<file path="config.mk">
export PLATFORM = sky130hd
export DESIGN_NAME = uart_cmd_responder_flat
export DESIGN_NICKNAME = d
export VERILOG_FILES = /design/src/rtl/uart_cmd_pkg.sv /design/src/rtl/uart_cmd_if.sv /design/src/rtl/uart_cmd_regfile.sv /design/src/rtl/uart_cmd_responder.sv /design/src/flat_wrapper.sv
export SDC_FILE = /design/constraint.sdc
export NUM_CORES = 1
export LEC_CHECK = 0
export BUFFER_PORTS_ARGS = -buffer_cell sky130_fd_sc_hd__buf_4
export CORE_ASPECT_RATIO = 1.1
export CORE_MARGIN = 8
export CORE_UTILIZATION = 60
export CTS_CLUSTER_DIAMETER = 50
export DETAILED_ROUTE_END_ITERATION = 16
export PLACE_DENSITY = 0.82
export SLEW_MARGIN = 20
export SYNTH_ARGS = -nofsm -noshare
export SYNTH_HDL_FRONTEND = slang
export SYNTH_HIERARCHICAL = 1
export SYNTH_SLANG_ARGS = --single-unit
export TNS_END_PERCENT = 10
</file>
<file path="constraint.sdc">
create_clock -name clock_i -period 4.2 [get_ports clock_i]
set_input_delay 0.42 -clock clock_i [delete_from_list [all_inputs] [get_ports clock_i]]
set_output_delay 0.42 -clock clock_i [all_outputs]
set_load 0.01 [all_outputs]
</file>
<file path="src/rtl/uart_cmd_pkg.sv">
// Shared constants and FSM state type for the UART register peek/poke responder.
package uart_cmd_pkg;

    localparam logic [7:0] OP_WRITE = 8'h57;
    localparam logic [7:0] OP_READ  = 8'h52;
    localparam logic [7:0] RSP_OK   = 8'h4B;
    localparam logic [7:0] RSP_ERR  = 8'h3F;

    typedef enum logic [3:0] {
        ST_IDLE,
        ST_OP_REL,
        ST_GET_ADDR,
        ST_ADDR_REL,
        ST_GET_DATA,
        ST_DATA_REL,
        ST_EXEC,
        ST_TX_REQ,
        ST_TX_START,
        ST_TX_DONE
    } state_t;

    function automatic logic addr_valid(input logic [7:0] addr, input int unsigned num_regs);
        return 32'(addr) < num_regs;
    endfunction

endpackage

</file>
<file path="src/rtl/uart_cmd_if.sv">
// Parallel byte handshake between the uart top (slave) and the command responder (master).
interface uart_cmd_if;

    logic [7:0] uart_rx_data_i;
    logic       uart_ready_i;
    logic       uart_ack_n_o;
    logic [7:0] uart_tx_data_o;
    logic       uart_write_n_o;
    logic       uart_busy_i;

    modport master (
        input  uart_rx_data_i, uart_ready_i, uart_busy_i,
        output uart_ack_n_o, uart_tx_data_o, uart_write_n_o
    );

    modport slave (
        output uart_rx_data_i, uart_ready_i, uart_busy_i,
        input  uart_ack_n_o, uart_tx_data_o, uart_write_n_o
    );

endinterface

</file>
<file path="src/rtl/uart_cmd_regfile.sv">
// NUM_REGS x 8-bit register file with single write port, one combinational read port and flat output.
module uart_cmd_regfile #(
    parameter int unsigned NUM_REGS = 16
) (
    input  logic                    clk,
    input  logic                    rst_n,
    input  logic                    we,
    input  logic [7:0]              addr,
    input  logic [7:0]              wdata,
    output logic [7:0]              rd_data,
    output logic [8*NUM_REGS-1:0]   regs
);

    always_ff @(posedge clk or negedge rst_n) begin
        if (!rst_n) begin
            regs <= '0;
        end else if (we) begin
            for (int unsigned k = 0; k < NUM_REGS; k++) begin
                if (32'(addr) == k) regs[8*k +: 8] <= wdata;
            end
        end
    end

    // Out-of-range addresses read as zero; the FSM never returns them.
    always_comb begin
        rd_data = '0;
        for (int unsigned k = 0; k < NUM_REGS; k++) begin
            if (32'(addr) == k) rd_data = regs[8*k +: 8];
        end
    end

endmodule

</file>
<file path="src/rtl/uart_cmd_responder.sv">
// Command responder: 'W' addr data / 'R' addr over the uart byte handshake, answers 'K', data or '?'.
// Optional inter-byte timeout enabled by defining UART_CMD_TIMEOUT_EN.
module uart_cmd_responder
    import uart_cmd_pkg::*;
#(
    parameter int unsigned NUM_REGS       = 16,
    parameter int unsigned TIMEOUT_CYCLES = 520800
) (
    input  logic                    clock_i,
    input  logic                    reset_i,
    uart_cmd_if.master              uart,
    output logic [8*NUM_REGS-1:0]   regs_o,
    output logic                    cmd_err_o
);

    state_t     state;
    logic [7:0] opcode;
    logic [7:0] addr;
    logic [7:0] wdata;
    logic [7:0] rd_data;
    logic       is_write;
    logic       is_read;
    logic       cmd_bad;
    logic       reg_we;
    logic       tmo_hit;

    assign is_write = (opcode == OP_WRITE);
    assign is_read  = (opcode == OP_READ);
    assign cmd_bad  = !(is_write || is_read) || !addr_valid(addr, NUM_REGS);
    assign reg_we   = (state == ST_EXEC) && is_write && !cmd_bad;

    uart_cmd_regfile #(.NUM_REGS(NUM_REGS)) u_regfile (
        .clk     (clock_i),
        .rst_n   (reset_i),
        .we      (reg_we),
        .addr    (addr),
        .wdata   (wdata),
        .rd_data (rd_data),
        .regs    (regs_o)
    );

`ifdef UART_CMD_TIMEOUT_EN
    logic [31:0] tmo_cnt;
    logic        in_get;

    assign in_get  = (state == ST_GET_ADDR) || (state == ST_GET_DATA);
    assign tmo_hit = in_get && (tmo_cnt >= 32'(TIMEOUT_CYCLES) - 32'd1);

    always_ff @(posedge clock_i or negedge reset_i) begin
        if (!reset_i) begin
            tmo_cnt <= '0;
        end else if (!uart.uart_ack_n_o || state == ST_IDLE) begin
            tmo_cnt <= '0;
        end else if (in_get) begin
            tmo_cnt <= tmo_cnt + 32'd1;
        end
    end
`else
    assign tmo_hit = 1'b0;
`endif

    always_ff @(posedge clock_i or negedge reset_i) begin
        if (!reset_i) begin
            state               <= ST_IDLE;
            opcode              <= '0;
            addr                <= '0;
            wdata               <= '0;
            uart.uart_ack_n_o   <= 1'b1;
            uart.uart_write_n_o <= 1'b1;
            uart.uart_tx_data_o <= '0;
            cmd_err_o           <= 1'b0;
        end else begin
            // Strobes default inactive so every assertion below lasts exactly one cycle.
            uart.uart_ack_n_o   <= 1'b1;
            uart.uart_write_n_o <= 1'b1;
            cmd_err_o           <= 1'b0;
            case (state)
                ST_IDLE: if (uart.uart_ready_i) begin
                    opcode            <= uart.uart_rx_data_i;
                    uart.uart_ack_n_o <= 1'b0;
                    state             <= ST_OP_REL;
                end
                ST_OP_REL: if (!uart.uart_ready_i) begin
                    if (is_write || is_read) begin
                        state <= ST_GET_ADDR;
                    end else begin
                        cmd_err_o <= 1'b1;
                        state     <= ST_EXEC;
                    end
                end
                ST_GET_ADDR: if (tmo_hit) begin
                    cmd_err_o <= 1'b1;
                    state     <= ST_IDLE;
                end else if (uart.uart_ready_i) begin
                    addr              <= uart.uart_rx_data_i;
                    uart.uart_ack_n_o <= 1'b0;
                    state             <= ST_ADDR_REL;
                end
                ST_ADDR_REL: if (!uart.uart_ready_i) begin
                    if (is_write) begin
                        state <= ST_GET_DATA;
                    end else begin
                        cmd_err_o <= cmd_bad;
                        state     <= ST_EXEC;
                    end
                end
                ST_GET_DATA: if (tmo_hit) begin
                    cmd_err_o <= 1'b1;
                    state     <= ST_IDLE;
                end else if (uart.uart_ready_i) begin
                    wdata             <= uart.uart_rx_data_i;
                    uart.uart_ack_n_o <= 1'b0;
                    state             <= ST_DATA_REL;
                end
                ST_DATA_REL: if (!uart.uart_ready_i) begin
                    cmd_err_o <= cmd_bad;
                    state     <= ST_EXEC;
                end
                ST_EXEC: begin
                    uart.uart_tx_data_o <= cmd_bad  ? RSP_ERR :
                                           is_write ? RSP_OK  : rd_data;
                    state               <= ST_TX_REQ;
                end
                ST_TX_REQ: if (!uart.uart_busy_i) begin
                    uart.uart_write_n_o <= 1'b0;
                    state               <= ST_TX_START;
                end
                ST_TX_START: if (uart.uart_busy_i) state <= ST_TX_DONE;
                ST_TX_DONE:  if (!uart.uart_busy_i) state <= ST_IDLE;
                default: state <= ST_IDLE;
            endcase
        end
    end

endmodule

</file>
<file path="src/flat_wrapper.sv">
// flat-port wrapper written by rule: the top's interface ports become plain ports
module uart_cmd_responder_flat import uart_cmd_pkg::*;
#(
    parameter int unsigned NUM_REGS       = 16,
    parameter int unsigned TIMEOUT_CYCLES = 520800
)
  (clock_i, reset_i, regs_o, cmd_err_o, uart_uart_rx_data_i, uart_uart_ready_i, uart_uart_busy_i, uart_uart_ack_n_o, uart_uart_tx_data_o, uart_uart_write_n_o);
  uart_cmd_if uart_i ();
  input  logic clock_i;
  input  logic reset_i;
  output logic [8*NUM_REGS-1:0] regs_o;
  output logic cmd_err_o;
  input wire logic [$bits(uart_i.uart_rx_data_i)-1:0] uart_uart_rx_data_i;
  input wire logic [$bits(uart_i.uart_ready_i)-1:0] uart_uart_ready_i;
  input wire logic [$bits(uart_i.uart_busy_i)-1:0] uart_uart_busy_i;
  output wire logic [$bits(uart_i.uart_ack_n_o)-1:0] uart_uart_ack_n_o;
  output wire logic [$bits(uart_i.uart_tx_data_o)-1:0] uart_uart_tx_data_o;
  output wire logic [$bits(uart_i.uart_write_n_o)-1:0] uart_uart_write_n_o;
  assign uart_i.uart_rx_data_i = uart_uart_rx_data_i;
  assign uart_i.uart_ready_i = uart_uart_ready_i;
  assign uart_i.uart_busy_i = uart_uart_busy_i;
  assign uart_uart_ack_n_o = uart_i.uart_ack_n_o;
  assign uart_uart_tx_data_o = uart_i.uart_tx_data_o;
  assign uart_uart_write_n_o = uart_i.uart_write_n_o;
  uart_cmd_responder #(.NUM_REGS(NUM_REGS), .TIMEOUT_CYCLES(TIMEOUT_CYCLES)) u_core (.clock_i(clock_i), .reset_i(reset_i), .uart(uart_i), .regs_o(regs_o), .cmd_err_o(cmd_err_o));
endmodule
</file>
==> summary.md, run 1 <==
| Metric | Value |
|---|---|
| Status | `finished, final reports clean` |
| EDFF count, synth | `0` |
| Cell family with most CP delay | `simple AND/OR/NAND/NOR gates` |
| FP Rows | `44` |
| Clock buffer depth | `2` |
| Worst Path Arrival | `3400 ps` |
| Via Count | `6,226` |
| Detailed Place HPWL | `~17,000 microns` |
| Detailed-router iteration count before antenna repair | `6` |
| Slowest CP cell | `nor2b_1` |
| Worst Setup Path Type | `flip-flop to flip-flop` |
| Synth Net Count | `651` |
| PortBufs | `150` |
| Crit-path max FO | `19` |
| Total core area | `~0.013 sq mm` |
| Worst-Margin Slew | `between 1000 and 1500 ps` |
| Int Pwr | `3.26 mW` |
| Crit path capture type | `flip-flop` |
| Seq/Total Area, Yosys | `0.521` |
| H-Tree Depth | `4` |
| Async SR Flop Fraction | `1.00` |
| First DRT Iteration DRCs | `556` |
| Final Hold Fails | `0` |
| Area growth, synth to finish | `23.0%` |
| Crit path cell chain | `nor2b_1, nand2_1, nor2_2, mux2_2` |
| DR vias/cell | `roughly 6.6` |
| Layout cells sized above 1 | `0.478` |
| Hold crit path type | `primary input to asynchronous set/reset pin` |
| Clock Power Share | `0.324` |
| Final Wtd Congestion | `around 0.92` |
| Post-route ant nets | `0` |
| Synth cell types | `64` |
| Fin crit period | `~3100 ps` |
| Setup Skew | `slightly above 5 ps` |
| Slew HR | `0.319` |
| Mapped Area | `around 0.008 sq mm` |
| Die H | `137 microns` |
| Post-CTS setup buffer count | `0` |
| # IOs | `151` |
| CP startpoint kind | `flip-flop` |
| CTS tree | `yes` |
| Critical path's largest stage delay | `about 740 ps` |
| Syn. warnings | `6` |
| Largest net degree at the start of global routing | `112` |
| Number of diodes | `0` |
| Filler cell count | `903` |
| Wire per inst | `approximately 26 microns` |
| Initial Util | `0.610` |
| Final nets | `a little under 800` |
| PwrDens | `between 500 and 600 mW/mm^2` |
| Logic gate share of total power | `0.241` |
| Number of global-route vias before repair | `roughly 6,400` |
| Initial antenna violation count | `0` |
| WL final | `approximately 25,000 microns` |
| Max_cap viols | `0` |
| Sequential power share | `0.435` |
| CTS Buf Count | `17` |
| Peak VDD IR | `between 0.5 and 0.6 mV` |
| CP bufs+invs | `0` |
| Slew Viols, Final | `0` |
| Setup tns final | `0 ps` |
| CTS resizes | `0` |
| Syn avg cell area | `12.6 sq um` |
| Peak Freq | `~320 MHz` |
| Gr ovfl total | `0` |
| Worst Path Required | `around 4500 ps` |
| Clk root buf | `clkbuf_16` |
| First-pass GRT wire length | `between 30,000 and 40,000 microns` |
| Post-route DRC violation count | `0` |
| RSZ-0062 raised after global routing | `false` |
| P_leak | `approximately 4.8 nW` |
| Clk sinks | `167` |
| Fin util | `0.750` |
| Die ar. | `0.0173 sq mm` |
| Final worst-path cycle share | `0.737` |
| Synth Flop Type | `dfrtp_1` |
| Sw Ratio | `0.364` |
| P_sw | `1.87 mW` |
| Synth Register Bits | `approximately 170` |
| Clk_lat worst skew | `about 420 ps` |
| Reg-to-reg slack, setup | `~1100 ps` |
| Reg clk slew, reported paths | `about 60 ps` |
| Setup violators final | `0` |
| Synth Instances | `639` |
| Hold buffers post-CTS | `0` |
| Die X | `roughly 130 microns` |
| Total Routing Usage GR | `0.292` |
| Final hold slack | `between 100 and 150 ps` |
==> power by group through the flow <==
stage	logic (mW)	registers [mW]	clock network, mW
finish	1.24	2.24	1.66
global route	1.31	2.26	1.74
CTS	1.20	2.21	1.67
detailed placement	1.19	2.24	0
global placement	1.17	2.22	0
floorplan	1.07	1.90	0
==> stage by stage <==
step | setup WS [ps] | instance area, sq um | cells | power, mW
after floorplan | 2000 | 8030 | 639 | 2.97
after global placement | 1180 | 9240 | 918 | 3.39
after CTS | 1160 | 9870 | 950 | 5.09
after detailed placement | 1170 | 9240 | 918 | 3.43
after global routing | 1050 | 9870 | 950 | 5.31
final | 1110 | 9870 | 950 | 5.14
==> cell usage in the layout, fill, tap and decap left out, types with 5 or more instances in the layout <==
master,n
buf_4,159
nor2_1,26
nor2b_1,9
o21ai_0,18
o2bb2ai_1,5
mux2i_1,9
nor3_1,7
a21oi_1,36
nand3_1,12
o22ai_1,7
clkbuf_16,17
a22oi_1,5
mux4_2,11
nand2_1,30
nand2b_1,9
inv_1,7
nor2_2,9
mux2_2,154
clkbuf_1,5
dfrtp_1,164
==> cells by family (layout without fill, tap and decap cells) <==
| kind of cell | Yosys count | count (layout) | share of synthesized area |
|---|---|---|---|
| multiplexers | 174 | 174 | 0.258 |
| AND/OR/NAND/NOR | 133 | 133 | 0.0985 |
| buffers and inverters | 50 | 200 | 0.0278 |
| AO/OA/AOI/OAI | 114 | 114 | 0.0934 |
| XOR/XNOR | 1 | 1 | 0.00109 |
| flip-flops | 167 | 167 | 0.521 |
==> per-layer routing <==
| metal | global-route usage | routed length [microns] | up-vias |
|---|---|---|---|
| met4 | 0.106 | 569 | 0 |
| met3 | 0.0616 | 2000 | 46 |
| met5 | 0 | 0 | - |
| met1 | 0.371 | 9840 | 3200 |
| li1 | - | - | 2641 |
| met2 | 0.486 | 12500 | 339 |
==> final timing paths <==
path / startpoint / end / depth (start not counted)
min in group clock_i: uart_uart_rx_data_i[1] / u_core/addr[1]$_DFFE_PN0P_ / 2
setup reg to reg: u_core/addr[3]$_DFFE_PN0P_ / u_core/u_regfile/regs[61]$_DFFE_PN0P_ / 4
hold reg to reg: u_core/opcode[6]$_DFFE_PN0P_ / u_core/opcode[6]$_DFFE_PN0P_ / 1
setup / recovery: u_core/addr[3]$_DFFE_PN0P_ / u_core/u_regfile/regs[61]$_DFFE_PN0P_ / 4
max in group asynchronous: reset_i / u_core/uart.uart_write_n_o$_DFF_PN1_ / 2
hold / removal: reset_i / u_core/u_regfile/regs[27]$_DFFE_PN0P_ / 1
==> flip-flops by register name, summed over array words and instances (netlist names) <==
signal	flops
u_core/u_regfile/regs	128
u_core/addr	8
u_core/opcode	8
u_core/uart.uart_tx_data_o	8
u_core/wdata	8
u_core/state	4
u_core/cmd_err_o	1
u_core/uart.uart_ack_n_o	1
u_core/uart.uart_write_n_o	1
==> Yosys cell counts, types with 4 or more instances <==
cell / instances / area, sq um
a21oi_1: 36 / 180
o21ai_0: 18 / 90.1
o22ai_1: 7 / 43.8
nand2b_1: 9 / 56.3
nor2_2: 9 / 56.3
a32oi_1: 4 / 35.0
dfrtp_1: 165 / 4130
inv_1: 7 / 26.3
nand2_1: 30 / 113
mux2_2: 154 / 1730
mux2i_1: 9 / 90.1
and3_1: 4 / 25.0
nand3_1: 12 / 60.1
nor2_1: 26 / 97.6
o2bb2ai_1: 5 / 43.8
nor2b_1: 9 / 56.3
a22oi_1: 5 / 37.5
mux4_2: 11 / 248
nand3_4: 4 / 70.1
nand4_1: 4 / 25.0
nor3_1: 7 / 35.0
buf_2: 16 / 80.1
clkbuf_1: 22 / 82.6
==> layout make-up <==
class                           count  area, sq um  area share
Sequential cell                   167         4180       0.424
Multi-Input combinational cell    422         3620       0.367
Timing Repair Buffer              160         1210       0.122
Clock buffer                       25          485      0.0492
Tap cell                          161          201      0.0204
Clock inverter                      7          141      0.0143
Inverter                            8         30.0     0.00304
(Power assumes the default switching activity.)
==> run 2: changes to the inputs <==
Settings changed: CORE_UTILIZATION 60 to 50, PLACE_DENSITY 0.82 to 0.73.
Clock period 4.2 ns to 2.64 ns, I/O delays scaled along.
==> run 2 against run 1 <==
Compared with the run above:
- die area grew 17%
- clock-buffer cell count shrank 5
- sequential share of layout area decreased by 1.5 points
- hold slack lost 37 ps
- sequential power is 54% higher
- combinational power is 82% higher
- maximum frequency increased by 24%
- critical path depth increased by 1
- routed wire length up 4.7%
- final cell count up 7.6%
- total power rose by 62%
- critical endpoint is now u_core/u_regfile/regs[67]$_DFFE_PN0P_
- highest routed layer unchanged
==> summary.md, run 2 (synthesized netlist as in run 1, its figures left out) <==
| Metric | Value |
|---|---|
| Clock buffer depth | `2 (unchanged)` |
| Detailed-router iteration count before antenna repair | `7 (+1)` |
| Commonest cells after routing, fill and taps aside | `buf_4 (187), dfrtp_1 (164), mux2_2 (154), a21oi_1 (36), nand2_1 (30)` |
| Wire per inst | `25.5 microns (-2.7%)` |
| Die H | `149 microns (+8.4%)` |
| Peak VDD IR | `0.561 mV (-0.27%)` |
| Worst Path Arrival | `2810 ps (-590 ps)` |
| Met2 routed WL | `12,800 microns (+2.6%)` |
| Worst Setup Path Type | `flip-flop to flip-flop` |
| CTS resizes | `0 (unchanged)` |
| Final worst-path cycle share | `0.946 (+0.209)` |
| Critical path's largest stage delay | `540 ps (-200 ps)` |
| Slowest CP cell | `or4_1` |
| Post-route ant nets | `0 (unchanged)` |
| PortBufs | `150 (unchanged)` |
| Hold buffers post-CTS | `1 (+1)` |
| Reg-to-reg slack, setup | `140 ps (-960 ps)` |
| Slew Viols, Final | `0 (unchanged)` |
| Clk sinks | `167 (unchanged)` |
| # IOs | `151 (unchanged)` |
| Detailed Place HPWL | `19,000 microns (+8.8%)` |
| Placed inst area | `0.00960 sq mm (+3.9%)` |
| Total core area | `0.0157 sq mm (+19%)` |
| CP endpoint | `u_core/u_regfile/regs[67]$_DFFE_PN0P_` |
| Clk_lat worst skew | `430 ps (about the same)` |
| RSZ-0062 raised after global routing | `false` |
| Cell family with most CP delay | `simple AND/OR/NAND/NOR gates` |
| Gr ovfl total | `0 (unchanged)` |
| Setup Skew | `8.32 ps (+3.22 ps)` |
| Slew HR | `0.479 (+0.160)` |
| P_leak | `4.92 nW (+3.6%)` |
| Crit-path max FO | `13 (-6)` |
| Area growth, synth to finish | `27.5%` |
| Wl on met1 | `10,700 microns (+8.4%)` |
| Max_cap viols | `0 (unchanged)` |
| PwrDens | `815 mW/mm^2 (+57%)` |
| Commonest non-fill, non-tap cell in the layout | `buf_4` |
| Launch point of the worst reg-to-reg path | `u_core/addr[5]$_DFFE_PN0P_` |
| FP Rows | `48 (+9.1%)` |
| Initial antenna violation count | `0 (unchanged)` |
| Hold crit path type | `primary input to flip-flop` |
| Crit path capture type | `flip-flop` |
| Worst r2r dst | `u_core/u_regfile/regs[67]$_DFFE_PN0P_` |
| Setup tns final | `0 ps (unchanged)` |
| Reg clk slew, reported paths | `60 ps (about the same)` |
| Final Hold Fails | `0 (unchanged)` |
| Worst-Margin Slew | `781 ps (-240 ps)` |
| Layout cells sized above 1 | `0.501 (+0.0234)` |
| Crit path cell chain | `or4_1, buf_4, nor2_1, nand3_1, mux2_2` |
| Total Routing Usage GR | `0.261 (-0.0306)` |
| Number of global-route vias before repair | `6,588 (+2.6%)` |
| Crit. path cell count | `5 (+1)` |
| CTS Buf Count | `17 (unchanged)` |
| CTS tree | `yes` |
| Final Power | `8.33 mW (+62%)` |
| R2R cell count | `5 (+1)` |
| CP bufs+invs | `1 (+1)` |
| Via Count | `6,256 (+0.48%)` |
| Setup violators final | `0 (unchanged)` |
| Crit. Startpoint | `u_core/addr[5]$_DFFE_PN0P_` |
| Initial Util | `0.512 (-0.0980)` |
| Worst Path Required | `2950 ps (-1550 ps)` |
| Fin util | `0.653 (-0.0974)` |
| Final Wtd Congestion | `0.922 (+0.38%)` |
| Number of diodes | `0 (unchanged)` |
| Final nets | `822 (+4.3%)` |
| DR vias/cell | `6.12 (-6.6%)` |
| Status | `finished, final reports clean` |
| First-pass GRT wire length | `40,200 microns (+4.0%)` |
| Largest net degree at the start of global routing | `57 (-49%)` |
| Uppermost routed layer | `met4` |
| H-Tree Depth | `4 (unchanged)` |
| Die ar. | `0.0204 sq mm (+17%)` |
| Met3 wire length | `1930 microns (-3.9%)` |
| Die X | `137 microns (+8.3%)` |
| Max reg flops | `128 (unchanged)` |
| Clk root buf | `clkbuf_16` |
| Largest Register | `u_core/u_regfile/regs` |
| Peak Freq | `401 MHz (+24%)` |
| First DRT Iteration DRCs | `556 (unchanged)` |
| Post-CTS setup buffer count | `0 (unchanged)` |
| CP startpoint kind | `flip-flop` |
| Post-route DRC violation count | `0 (unchanged)` |
| WL final | `26,000 microns (+4.7%)` |
| Post-route cell area | `0.0102 sq mm (+3.7%)` |
| Final hold slack | `89.9 ps (-37.0 ps)` |
| Fin crit period | `2500 ps (-598 ps)` |
run 2: power by group:
part / leakage [nW] / internal, mW / total (mW) / switching (mW)
combinational: 2.40 / 0.879 / 2.26 / 1.38
sequential: 2.24 / 2.79 / 3.44 / 0.649
clock: 0.285 / 1.60 / 2.63 / 1.03
run 2: metal layers:
| metal | vias up | GRT usage |
|---|---|---|
| met4 | 0 | 0.0837 |
| li1 | 2706 | - |
| met2 | 292 | 0.422 |
| met3 | 46 | 0.0674 |
| met5 | - | 0 |
| met1 | 3212 | 0.336 |
run 2: area by class of cell:
cell class | count | area [sq um]
clock buffers | 20 | 447
inverters | 8 | 30.0
well taps | 200 | 250
multi-input cells | 422 | 3620
flip-flops and latches | 167 | 4180
clock inverters | 11 | 175
repair buffers | 194 | 1530
fillers | 1243 | 5440
run 2: worst min path at each step:
stage / start / cells after the start / slack, ps / end
6_report: uart_uart_rx_data_i[1] / 2 / 90 / u_core/opcode[1]$_DFFE_PN0P_
5_1_grt: uart_uart_rx_data_i[4] / 2 / 90 / u_core/opcode[4]$_DFFE_PN0P_
4_1_cts: uart_uart_rx_data_i[5] / 2 / 80 / u_core/addr[5]$_DFFE_PN0P_
3_5_place_dp: reset_i / 1 / 230 / u_core/u_regfile/regs[18]$_DFFE_PN0P_
3_3_place_gp: reset_i / 1 / 220 / u_core/u_regfile/regs[18]$_DFFE_PN0P_
2_1_floorplan: reset_i / 0 / -30 / u_core/addr[0]$_DFFE_PN0P_
run 2: through the flow:
stage,setup WS [ps],instances
after CTS,147,1022
final,144,1022
after global routing,56.9,1022
after floorplan,441,639
after detailed placement,151,990
after global placement,138,990
==> run 3: changes to the inputs <==
Settings changed: PLACE_DENSITY 0.73 to 0.78.
==> run 3 against run 2 <==
Compared with the run above:
- combinational power about the same
- utilization is 0.26 points higher
- routed wire length is 1.0% higher
- register-to-register slack hardly changed
==> summary.md, run 3 (synthesized netlist as in run 1, its figures left out) <==
| Metric | Value |
|---|---|
| P_sw | `3.08 mW (+0.55%)` |
| Wire per inst | `25.7 microns (+0.73%)` |
| Setup Skew | `6.16 ps (-2.16 ps)` |
| Crit path cell chain | `or4_1, nor2_1, a32oi_1, a21boi_0, a211o_1, o22a_1` |
| Layout cells sized above 1 | `0.504 (+0.00303)` |
| Commonest cells after routing, fill and taps aside | `buf_4 (191), dfrtp_1 (164), mux2_2 (154), a21oi_1 (36), nand2_1 (30)` |
| Worst Path Required | `2950 ps (about the same)` |
| Initial antenna violation count | `0 (unchanged)` |
| Peak Freq | `402 MHz (+0.33%)` |
| Placed Cells | `993 (+0.30%)` |
| WL final | `26,300 microns (+1.0%)` |
| CTS Buf Count | `17 (unchanged)` |
| Setup violators final | `0 (unchanged)` |
| Peak VDD IR | `0.760 mV (+36%)` |
| Commonest non-fill, non-tap cell in the layout | `buf_4` |
| Clk sinks | `167 (unchanged)` |
| Slew Viols, Final | `0 (unchanged)` |
| Int Pwr | `5.45 mW (+3.3%)` |
| CP bufs+invs | `0 (-1)` |
| Number of global-route vias before repair | `6,557 (-0.47%)` |
| Clock Power Share | `0.323 (+0.007)` |
| Initial Util | `0.512 (unchanged)` |
| Post-route DRC violation count | `0 (unchanged)` |
| Slew HR | `0.434 (-0.0453)` |
| Largest Register | `u_core/u_regfile/regs` |
| Crit-path max FO | `7 (-6)` |
| Post-route ant nets | `0 (unchanged)` |
| Die ar. | `0.0204 sq mm (unchanged)` |
| FP Rows | `48 (unchanged)` |
| Critical path's largest stage delay | `750 ps (+210 ps)` |
| P_leak | `4.96 nW (+0.77%)` |
| CP startpoint kind | `flip-flop` |
| Slowest CP cell | `or4_1` |
| Crit path capture type | `flip-flop` |
| Clk root buf | `clkbuf_16` |
| Detailed Place HPWL | `19,300 microns (+1.5%)` |
| Largest net degree at the start of global routing | `70 (+23%)` |
| Die H | `149 microns (unchanged)` |
| Clock buffer depth | `2 (unchanged)` |
| Cell family with most CP delay | `simple AND/OR/NAND/NOR gates` |
| H-Tree Depth | `4 (unchanged)` |
| CTS resizes | `0 (unchanged)` |
| Total Routing Usage GR | `0.262 (+0.00102)` |
| Number of diodes | `0 (unchanged)` |
| First DRT Iteration DRCs | `803 (+44%)` |
| Worst-Margin Slew | `849 ps (+67.9 ps)` |
| PortBufs | `150 (unchanged)` |
| Status | `finished, final reports clean` |
| DR vias/cell | `6.13 (+0.17%)` |
| Gr ovfl total | `0 (unchanged)` |
| First-pass GRT wire length | `40,300 microns (about the same)` |
| Final worst-path cycle share | `0.943 (-0.00307)` |
| Max_cap viols | `0 (unchanged)` |
| PwrDens | `830 mW/mm^2 (+1.9%)` |
| Worst Setup Path Type | `flip-flop to flip-flop` |
| CTS tree | `yes` |
| Sw Ratio | `0.361 (-0.00632)` |
| # IOs | `151 (unchanged)` |
| Detailed-router iteration count before antenna repair | `6 (-1)` |
| Area growth, synth to finish | `28.0%` |
| Final nets | `825 (+0.36%)` |
| RSZ-0062 raised after global routing | `false` |
| Clk_lat worst skew | `430 ps (about the same)` |
| Worst Path Arrival | `2800 ps (about the same)` |
| Final Hold Fails | `0 (unchanged)` |
| Hold crit path type | `primary input to flip-flop` |
| Reg clk slew, reported paths | `60 ps (about the same)` |
| Final Power | `8.53 mW (+2.3%)` |
| Max reg flops | `128 (unchanged)` |
| Total core area | `0.0157 sq mm (unchanged)` |
| Setup tns final | `0 ps (unchanged)` |
| Logic gate share of total power | `0.267 (-0.004)` |
| Cell Count, Final, Fillers Out | `1,025 (+0.29%)` |
| Fin crit period | `2490 ps (-8.10 ps)` |
| Die X | `137 microns (unchanged)` |
| Via Count | `6,285 (+0.46%)` |
| Sequential power share | `0.410 (-0.003)` |
| Final Wtd Congestion | `1.01 (+9.1%)` |
==> run 3: cell types whose count changed in the layout (fill, tap and decap cells not counted), sizes merged <==
cell      change
buf           +3
clkinvlp      -3
bufinv        +1
clkinv        +1
inv           +1
==> run 3: power by group through the flow <==
| stage | logic, mW | registers [mW] | clock network, mW |
|---|---|---|---|
| final | 2.28 | 3.49 | 2.75 |
| after global routing | 2.43 | 3.52 | 2.89 |
| after CTS | 2.23 | 3.47 | 2.79 |
| after detailed placement | 2.21 | 3.51 | 0 |
| after global placement | 2.18 | 3.48 | 0 |
| after floorplan | 1.70 | 3.02 | 0 |
==> run 3: stage by stage <==
step	utilization	area, sq um	setup WS [ps]	hold WS (ps)
3_3_place_gp	0.613	9610	281	266
5_1_grt	0.655	10300	147	96.0
3_5_place_dp	0.613	9610	263	268
4_1_cts	0.655	10300	249	83.0
6_report	0.655	10300	152	97.9
2_1_floorplan	-	8030	441	-31.6
==> run 3: area by class of cell <==
type / count / area, sq um
flip-flops and latches: 167 / 4180
well taps: 200 / 250
fillers: 1211 / 5400
repair buffers: 197 / 1540
clock buffers: 20 / 457
clock inverters: 11 / 196
inverters: 8 / 30.0
multi-input cells: 422 / 3620
==> run 3: final timing paths <==
kind                                              startpoint                                   endpoint  slack, ps  depth (start not counted)
worst max-delay path              u_core/addr[5]$_DFFE_PN0P_  u_core/uart.uart_tx_data_o[0]$_DFFE_PN0P_        150                          6
worst min-delay path                  uart_uart_rx_data_i[5]                u_core/wdata[5]$_DFFE_PN0P_        100                          2
worst max register to register    u_core/addr[5]$_DFFE_PN0P_  u_core/uart.uart_tx_data_o[0]$_DFFE_PN0P_        150                          6
worst min register to register  u_core/opcode[1]$_DFFE_PN0P_               u_core/opcode[1]$_DFFE_PN0P_        510                          1
max in group asynchronous                            reset_i      u_core/u_regfile/regs[23]$_DFFE_PN0P_       1510                          3
min in group asynchronous                            reset_i     u_core/u_regfile/regs[113]$_DFFE_PN0P_        370                          2
==> run 3: what timing repair did <==
action / in CTS / in global routing
hold endpoints to repair: 54 / 0
hold buffers: 1 / 0
buffers inserted: 0 / 0
==> run 3: per-layer routing <==
metal  vias to the layer above  share of wire  GRT usage
li1                       2716              -          -
met1                      3255           0.40      0.332
met2                       266           0.49      0.424
met3                        48          0.074     0.0644
met4                         0          0.028      0.101
met5                         -              0          0
